--- src/rtl/rc4_keysearch_dispatcher.sv ---
// Interleaves the RC4 key space over NUM_CORES cores and stops all of them on the first hit.
// start->core_start 2 cycles, done->relaunch 1 cycle; cores are paced only by their own done pulses.
module rc4_keysearch_dispatcher #(
  parameter int NUM_CORES = 4,
  parameter int KEY_WIDTH = 24,
  parameter logic [KEY_WIDTH-1:0] KEY_MAX = 24'h3FFFFF
) (
  input  logic                           CLOCK_50,
  input  logic                           reset_n,
  input  logic                           start,
  output logic [NUM_CORES-1:0]           core_start,
  output logic [NUM_CORES*KEY_WIDTH-1:0] core_key,
  output logic [NUM_CORES-1:0]           core_abort,
  input  logic [NUM_CORES-1:0]           core_done,
  input  logic [NUM_CORES-1:0]           core_found,
  output logic                           busy,
  output logic                           found,
  output logic [KEY_WIDTH-1:0]           found_key,
  output logic                           exhausted
);

  localparam logic [KEY_WIDTH:0] KMAX_X = {1'b0, KEY_MAX};
  localparam logic [KEY_WIDTH:0] STEP_X = (KEY_WIDTH+1)'(NUM_CORES);

  typedef enum logic [2:0] {S_IDLE, S_LAUNCH, S_RUN, S_FOUND, S_EXHAUSTED} state_t;
  state_t state, state_nxt;

  logic [KEY_WIDTH-1:0] key_q   [NUM_CORES];
  logic [KEY_WIDTH-1:0] key_nxt [NUM_CORES];
  logic [NUM_CORES-1:0] active, retired, retired_nxt;
  logic [NUM_CORES-1:0] svc, hit, win, relaunch;
  logic [KEY_WIDTH:0]   sum;
  logic [KEY_WIDTH-1:0] win_key;
  logic                 all_retired;

  // Per-core servicing; the sum is one bit wider so the step past KEY_MAX cannot wrap.
  always_comb begin
    svc         = (state == S_RUN) ? (core_done & active) : '0;
    hit         = svc & core_found;
    win         = '0;
    win_key     = '0;
    key_nxt     = key_q;
    retired_nxt = retired;
    relaunch    = '0;
    sum         = '0;
    for (int c = NUM_CORES-1; c >= 0; c--) begin
      if (hit[c]) begin
        win      = '0;
        win[c]   = 1'b1;
        win_key  = key_q[c];
      end
    end
    for (int c = 0; c < NUM_CORES; c++) begin
      if (svc[c] && !core_found[c]) begin
        sum = {1'b0, key_q[c]} + STEP_X;
        if (sum <= KMAX_X) begin
          key_nxt[c]  = sum[KEY_WIDTH-1:0];
          relaunch[c] = 1'b1;
        end else begin
          retired_nxt[c] = 1'b1;
        end
      end
    end
    all_retired = &retired_nxt;
  end

  always_comb begin
    state_nxt = state;
    case (state)
      S_IDLE, S_FOUND, S_EXHAUSTED: if (start) state_nxt = S_LAUNCH;
      S_LAUNCH:                     state_nxt = S_RUN;
      S_RUN: begin
        if (|hit)             state_nxt = S_FOUND;
        else if (all_retired) state_nxt = S_EXHAUSTED;
      end
      default:                      state_nxt = S_IDLE;
    endcase
  end

  always_ff @(posedge CLOCK_50 or negedge reset_n) begin
    if (!reset_n) state <= S_IDLE;
    else          state <= state_nxt;
  end

  always_ff @(posedge CLOCK_50 or negedge reset_n) begin
    if (!reset_n) begin
      for (int c = 0; c < NUM_CORES; c++) key_q[c] <= '0;
      active     <= '0;
      retired    <= '0;
      core_start <= '0;
      core_abort <= '0;
      found      <= 1'b0;
      found_key  <= '0;
      exhausted  <= 1'b0;
    end else begin
      core_start <= '0;
      core_abort <= '0;
      case (state)
        S_IDLE, S_FOUND, S_EXHAUSTED: begin
          if (start) begin
            found     <= 1'b0;
            exhausted <= 1'b0;
            found_key <= '0;
            active    <= '0;
            for (int c = 0; c < NUM_CORES; c++) begin
              key_q[c]   <= KEY_WIDTH'(c);
              retired[c] <= ((KEY_WIDTH+1)'(c) > KMAX_X);
            end
          end
        end
        S_LAUNCH: begin
          core_start <= ~retired;
          active     <= ~retired;
        end
        S_RUN: begin
          if (|hit) begin
            found      <= 1'b1;
            found_key  <= win_key;
            core_abort <= active & ~win;
            active     <= '0;
          end else begin
            key_q      <= key_nxt;
            retired    <= retired_nxt;
            core_start <= relaunch;
            active     <= (active & ~svc) | relaunch;
            exhausted  <= all_retired;
          end
        end
        default: ;
      endcase
    end
  end

  for (genvar g = 0; g < NUM_CORES; g++) begin : g_key
    assign core_key[g*KEY_WIDTH +: KEY_WIDTH] = key_q[g];
  end

  assign busy = (state == S_LAUNCH) || (state == S_RUN);

endmodule

--- config.mk ---
export PLATFORM = sky130hd
export DESIGN_NAME = rc4_keysearch_dispatcher
export DESIGN_NICKNAME = d
export VERILOG_FILES = /design/src/rtl/rc4_keysearch_dispatcher.sv
export SDC_FILE = /design/constraint.sdc
export NUM_CORES = 1
export LEC_CHECK = 0
export BUFFER_PORTS_ARGS = -buffer_cell sky130_fd_sc_hd__buf_4
export CAP_MARGIN = 20
export CORE_MARGIN = 2
export CORE_UTILIZATION = 54
export CTS_BUF_LIST = sky130_fd_sc_hd__clkbuf_8
export CTS_CLUSTER_DIAMETER = 40
export DETAILED_ROUTE_END_ITERATION = 10
export GPL_ROUTABILITY_DRIVEN = 0
export PLACE_DENSITY_LB_ADDON = 0.25
export SLEW_MARGIN = 20
export SYNTH_ARGS = -nofsm -noshare
export SYNTH_HDL_FRONTEND = slang
export SYNTH_SLANG_ARGS = --single-unit
--- constraint.sdc ---
create_clock -name CLOCK_50 -period 3.45 [get_ports CLOCK_50]
set_clock_uncertainty 0.05 [all_clocks]
set_input_delay 0.5175 -clock CLOCK_50 [delete_from_list [all_inputs] [get_ports CLOCK_50]]
set_output_delay 0.5175 -clock CLOCK_50 [all_outputs]
set_load 0.03 [all_outputs]
# Yosys cells after proc, flatten, opt, wreduce, memory -nomap -nowiden
# Index checks and enable logic that the tools add are counted.
# totals
out_inout_bits	131
wordCells	124
ff_bits	141
in_bits	11
# op_classes
n_reduce_logical	23
bitwise	8
order_cmp	4
mux	57
n_addsub	4
eq_ne	16
# ops
cell	count
two-way mux 24 bit	14
two-way mux 96 bit	2
case mux 96 bit (2 select lines)	1
adder 24 x 3 -> 25 bit, second input constant	4
less-or-equal comparator 25 x 22 -> 1 bit, second input constant	4
case mux 24 bit (2 select lines)	1
two-way mux 4 bit	11
inequality test 2 bit, second input constant	11
AND reduction 5 bit	4
two-way mux 1 bit	19
AND 4 bit	4
case mux 4 bit (2 select lines)	2
NOT 4 bit	3
case mux 4 bit (3 select lines)	1
two-way mux 3 bit	3
case mux 3 bit (3 select lines)	1
== test 3 x 2 -> 1 bit, second input constant	2
AND reduction 3 bit	2
logical AND 1 bit	4
zero test 1 bit	4
OR 4 bit	1
case mux 1 bit (2 select lines)	2
AND reduction 2 bit	2
AND reduction 4 bit	1
other kinds (9)	9

# Longest topological paths before layout
# depth
depth_word	11
mapped_depth	11
mapped_depth_nobuf	9

# Worst setup path after synthesis
# OpenSTA, ideal clock, no wires.
# synth_path
path_kind	register to register
from	register key_q (netlist bit core_key[74])
to	register key_q (netlist bit core_key[91])
required_time_ns	3.274
setup_slack_ns	0.637
path_stages_with_launch	12
arrival_ns	2.637
setup_time_ns	0.126
path_buffers	2
synth_period_minus_slack_ns	2.813
cell_sequence	dfrtp_1 clkbuf_1 inv_1 ha_1 nor4bb_1 o2111ai_1 a21oi_1 nand4_1 o21a_2 buf_2 and3_1 a221o_1
# synth_via
elab_chain_cells	5
elab_cells_between_ends	8
cone_classes	add/sub: 1; order compare: 1; eq/ne: 1; mux: 4; reduce/logical: 1
# synth_lines
item	line	source
start: declaration	28	logic [KEY_WIDTH-1:0] key_q [NUM_CORES];
start signal: indexed assignment	106	key_q[c] <= KEY_WIDTH'(c);
start signal: assignment	122	key_q <= key_nxt;
adder 24 x 3 -> 25 bit (*)	55	sum = {1'b0, key_q[c]} + STEP_X;
branches (longest 4 deep; another with less-or-equal comparator 25 x 22 -> 1 bit)	--	
# Mark *: on every way between the ends. The select of a mux whose other input is x is not followed.
# A chain may end at the register's enable or synchronous reset.

# Worst setup path after layout
# layout_path
from	register state[0]
to	register key_q (netlist bit core_key[15])
# layout_via
elab_chain_cells	6
elab_cells_between_ends	16
cone_classes	eq/ne: 7; mux: 2; bitwise: 1; reduce/logical: 6
# layout_lines
item	line	source
start: declaration	26	state_t state, state_nxt;
start signal: assignment	82	else state <= state_nxt;
== test 3 x 2 -> 1 bit	38, 98	
two-way mux 4 bit	38	svc = (state == S_RUN) ? (core_done & active) : '0;
AND 4 bit	39	hit = svc & core_found;
OR reduction 4 bit	116	if (|hit) begin
inequality test 2 bit (no line)	--	
AND reduction 5 bit (no line)	--	
# Several ways; a longest one is shown, not always the timed one.

==> summary.md <==
| Metric | Value |
|---|---|
| Fraction of layout cells with a size suffix above 1 | `21.4%` |
| Antenna Cells | `0` |
| Clk pin slew, worst setup/hold paths | `0.08 ns` |
| Ys Warns | `0` |
| Cell family with most CP delay | `compound AO/OA/AOI/OAI gates` |
| Grt ovf | `0` |
| CP arrival | `3.53 ns` |
| Status | `finished, final reports clean` |
| Worst path required time | `between 3 and 4 ns` |
| Setup TNS | `0 ns` |
| Num CTS Buffers | `17` |
| Post-synth EDFFs | `0` |
| PwrDens | `about 460 nW/µm²` |
| Setup CP Type | `reg -> reg` |
| GRT Overall Usage | `31.4%` |
| Setup crit start | `state[0]` |
| Post-synth top cells | `dfrtp_1 (134), nor2_1 (78), nand2_1 (74), a21oi_1 (71), o21ai_0 (65)` |
| MaxCap Viol Count | `0` |
| R2R Path End | `core_key[15]` |
| PortBufs | `between 100 and 150` |
| Starting density of the core | `54.7%` |
| Top-count cell post-synth | `dfrtp_1` |
| Max stage delay on crit path | `roughly 0.6 ns` |
| First-pass GRT wire length | `35900 µm` |
| Highest clock rate | `0.312 GHz` |
| RSZ-0062 raised after global routing | `false` |
| Final #Nets | `994` |
| Chip Height | `around 120 µm` |
| Initial antenna violation count | `0` |
| R2R setup slack | `0.24 ns` |
| Final setup viols | `0` |
| Post-DR wirelength/cell | `19.5 µm` |
| DRT antenna net count | `0` |
| Area taken by multi-input logic gates | `between 3000 and 4000 µm²` |
| Avg Cell Area, Syn | `between 8 and 9 µm²` |
| Fin crit share | `around 93%` |
| Dpl ws | `between 0.3 and 0.4 ns` |
| Worst skew pair latency | `roughly 0.45 ns` |
| Die footprint | `between 10000 and 15000 µm²` |
| Clock Tree Buf Depth | `2` |
| Worst slew margin | `30.6%` |
| Part of the Yosys area used for sequential elements | `roughly 45%` |
| Number of vias per cell | `~6.3` |
| Crit end category | `flop` |
| CP Cell Sequence | `or3b_4 -> a21oi_1 -> or3_1 -> nand2_2 -> o21ai_1 -> o21ai_0 -> a21oi_1` |
| Fin. Hold Viols | `0` |
| Crit path time final | `between 3 and 4 ns` |
| #FFs+latches synth | `between 100 and 150` |
| CTS tree | `built` |
| DRC | `0` |
| Worst path bufs/invs | `0` |
| Area leader, netlist | `dfrtp_1` |
| Critical path depth | `7` |
| Maximum vdd drop | `approximately 0.33 mV` |
| Post-route setup slack | `approximately 0.24 ns` |
| Worst r2r src | `state[0]` |
| Htree depth | `4` |
| Pins Over Slew Limit | `0` |
| Root Driver | `clkbuf_8` |
| Startpoint types | `flop` |
| Async S/R FF share, synth | `100%` |
| Fillers | `1168` |
| Number of global-route vias before repair | `6555` |
| Detailed-route wire length | `between 20000 and 25000 µm` |
| Clock sinks | `roughly 130` |
| IO Count | `approximately 140` |
| Worst Hold Class | `in -> async` |
| Crit path top cell by count | `a21oi_1` |
| Synth top area share | `around 45%` |
| Leak | `0.00427 µW` |
| Row count | `43` |
| Synth unique cells | `62` |
| Post-DP HPWL | `~16000 µm` |
| CP max stage cell | `o21ai_1` |
| Via count | `7318` |
| Drt pass-1 iters | `6` |
| Core area | `about 14000 µm²` |
| Area growth from synthesis to layout | `21.6%` |
| Synth Instances | `~850` |
| Synth top area cells | `dfrtp_1 (45%), a21oi_1 (4.7%), o21ai_0 (4.3%), xor2_1 (4.0%), nor2_1 (3.9%)` |
| Ys flop type | `dfrtp_1` |
| Reg2Reg Depth | `7` |
| DR iter-0 viols | `1003` |
| Register area | `about 3400 µm²` |
| Post-synthesis cell area | `7530 µm²` |
| Die Wd | `~120 µm` |
| Worst-Margin Slew | `roughly 1.0 ns` |
| Largest net degree at the start of global routing | `between 80 and 90` |
| Maximum fanout along the worst path | `21` |
[cells by family after synthesis]
group / after synthesis / synth area share [%]
adder cells (fa/ha/maj): 7 / 1.16
buffers and inverters: 73 / 4.58
multiplexers: 3 / 0.415
AND/OR/NAND/NOR: 360 / 25.1
XOR/XNOR: 43 / 5.00
other: 1 / 0.0498
AO/OA/AOI/OAI: 230 / 19.2
flip-flops: 134 / 44.5
[where the power goes]
group / internal (µW) / total, µW / switching (µW)
clock: 801 / 1430 / 627
combinational: 261 / 1020 / 758
sequential: 1650 / 1740 / 95.2
[final cells by class]
| class | instances | share of cell area (%) |
|---|---|---|
| Tap cell | 180 | 2.46 |
| Clock inverter | 14 | 2.02 |
| Multi-Input combinational cell | 647 | 42.2 |
| Inverter | 11 | 0.451 |
| Clock buffer | 18 | 2.70 |
| Timing Repair Buffer | 165 | 13.6 |
| Sequential cell | 134 | 36.6 |
[layout by cell type (no fill, tap or decap), drive strengths merged, types with 5 or more instances in the layout]
cell / synthesis / layout
a211o: 5 / 5
a21o: 7 / 7
a21oi: 71 / 71
a221o: 9 / 9
a22oi: 22 / 22
a31oi: 9 / 9
and2: 16 / 16
and3: 27 / 27
and4: 13 / 13
buf: 22 / 165
clkbuf: 40 / 18
dfrtp: 134 / 134
ha: 7 / 7
inv: 11 / 15
nand2: 75 / 75
nand2b: 8 / 8
nand3: 49 / 49
nand4: 31 / 31
nor2: 79 / 79
nor2b: 9 / 9
nor3: 11 / 11
nor4: 7 / 7
o2111ai: 9 / 9
o211ai: 12 / 12
o21ai: 68 / 68
or3: 17 / 17
xnor2: 9 / 9
xor2: 34 / 34
[worst max-delay path by stage]
stage	to	slack, ns
after CTS	core_key[15]	0.31
after floorplan	core_key[91]	0.64
after global placement	core_key[90]	0.46
after detailed placement	core_key[90]	0.34
final	core_key[15]	0.24
after global routing	core_key[15]	0.03
[state kept, by name, summed over array words and instances (netlist names)]
register    flops
state           3
found           1
core_start      4
found_key      24
core_abort      4
active          4
core_key       89
exhausted       1
retired         4
[what timing repair did]
| item | 4_1_cts | 5_1_grt |
|---|---|---|
| gates resized for setup | 0 | 1 |
| setup buffers | 0 | 0 |
| hold endpoints to repair | 0 | 0 |
| endpoints found under the setup margin | 0 | 3 |
| hold buffers | 0 | 0 |
[per-layer routing]
| metal | vias up | routed length, µm | global-route usage (%) |
|---|---|---|---|
| li1 | 3353 | - | - |
| met1 | 3541 | 10000 | 47.1 |
| met2 | 370 | 10200 | 46.0 |
| met3 | 54 | 1840 | 4.59 |
| met4 | 0 | 699 | 12.1 |
| met5 | - | 0 | 0 |
[through the flow]
stage          cells  utilization, %  area [µm²]  total power, µW  hold slack [ns]
2_1_floorplan    854               -        7540             2460            0.172
3_3_place_gp    1137            63.3        8720             2760            0.435
3_5_place_dp    1137            63.3        8720             2770            0.434
4_1_cts         1169            66.5        9150             4190           0.0793
5_1_grt         1169            66.5        9160             4360            0.107
6_report        1169            66.5        9160             4190           0.0560
Note: power is estimated with default switching activity, not from simulation.
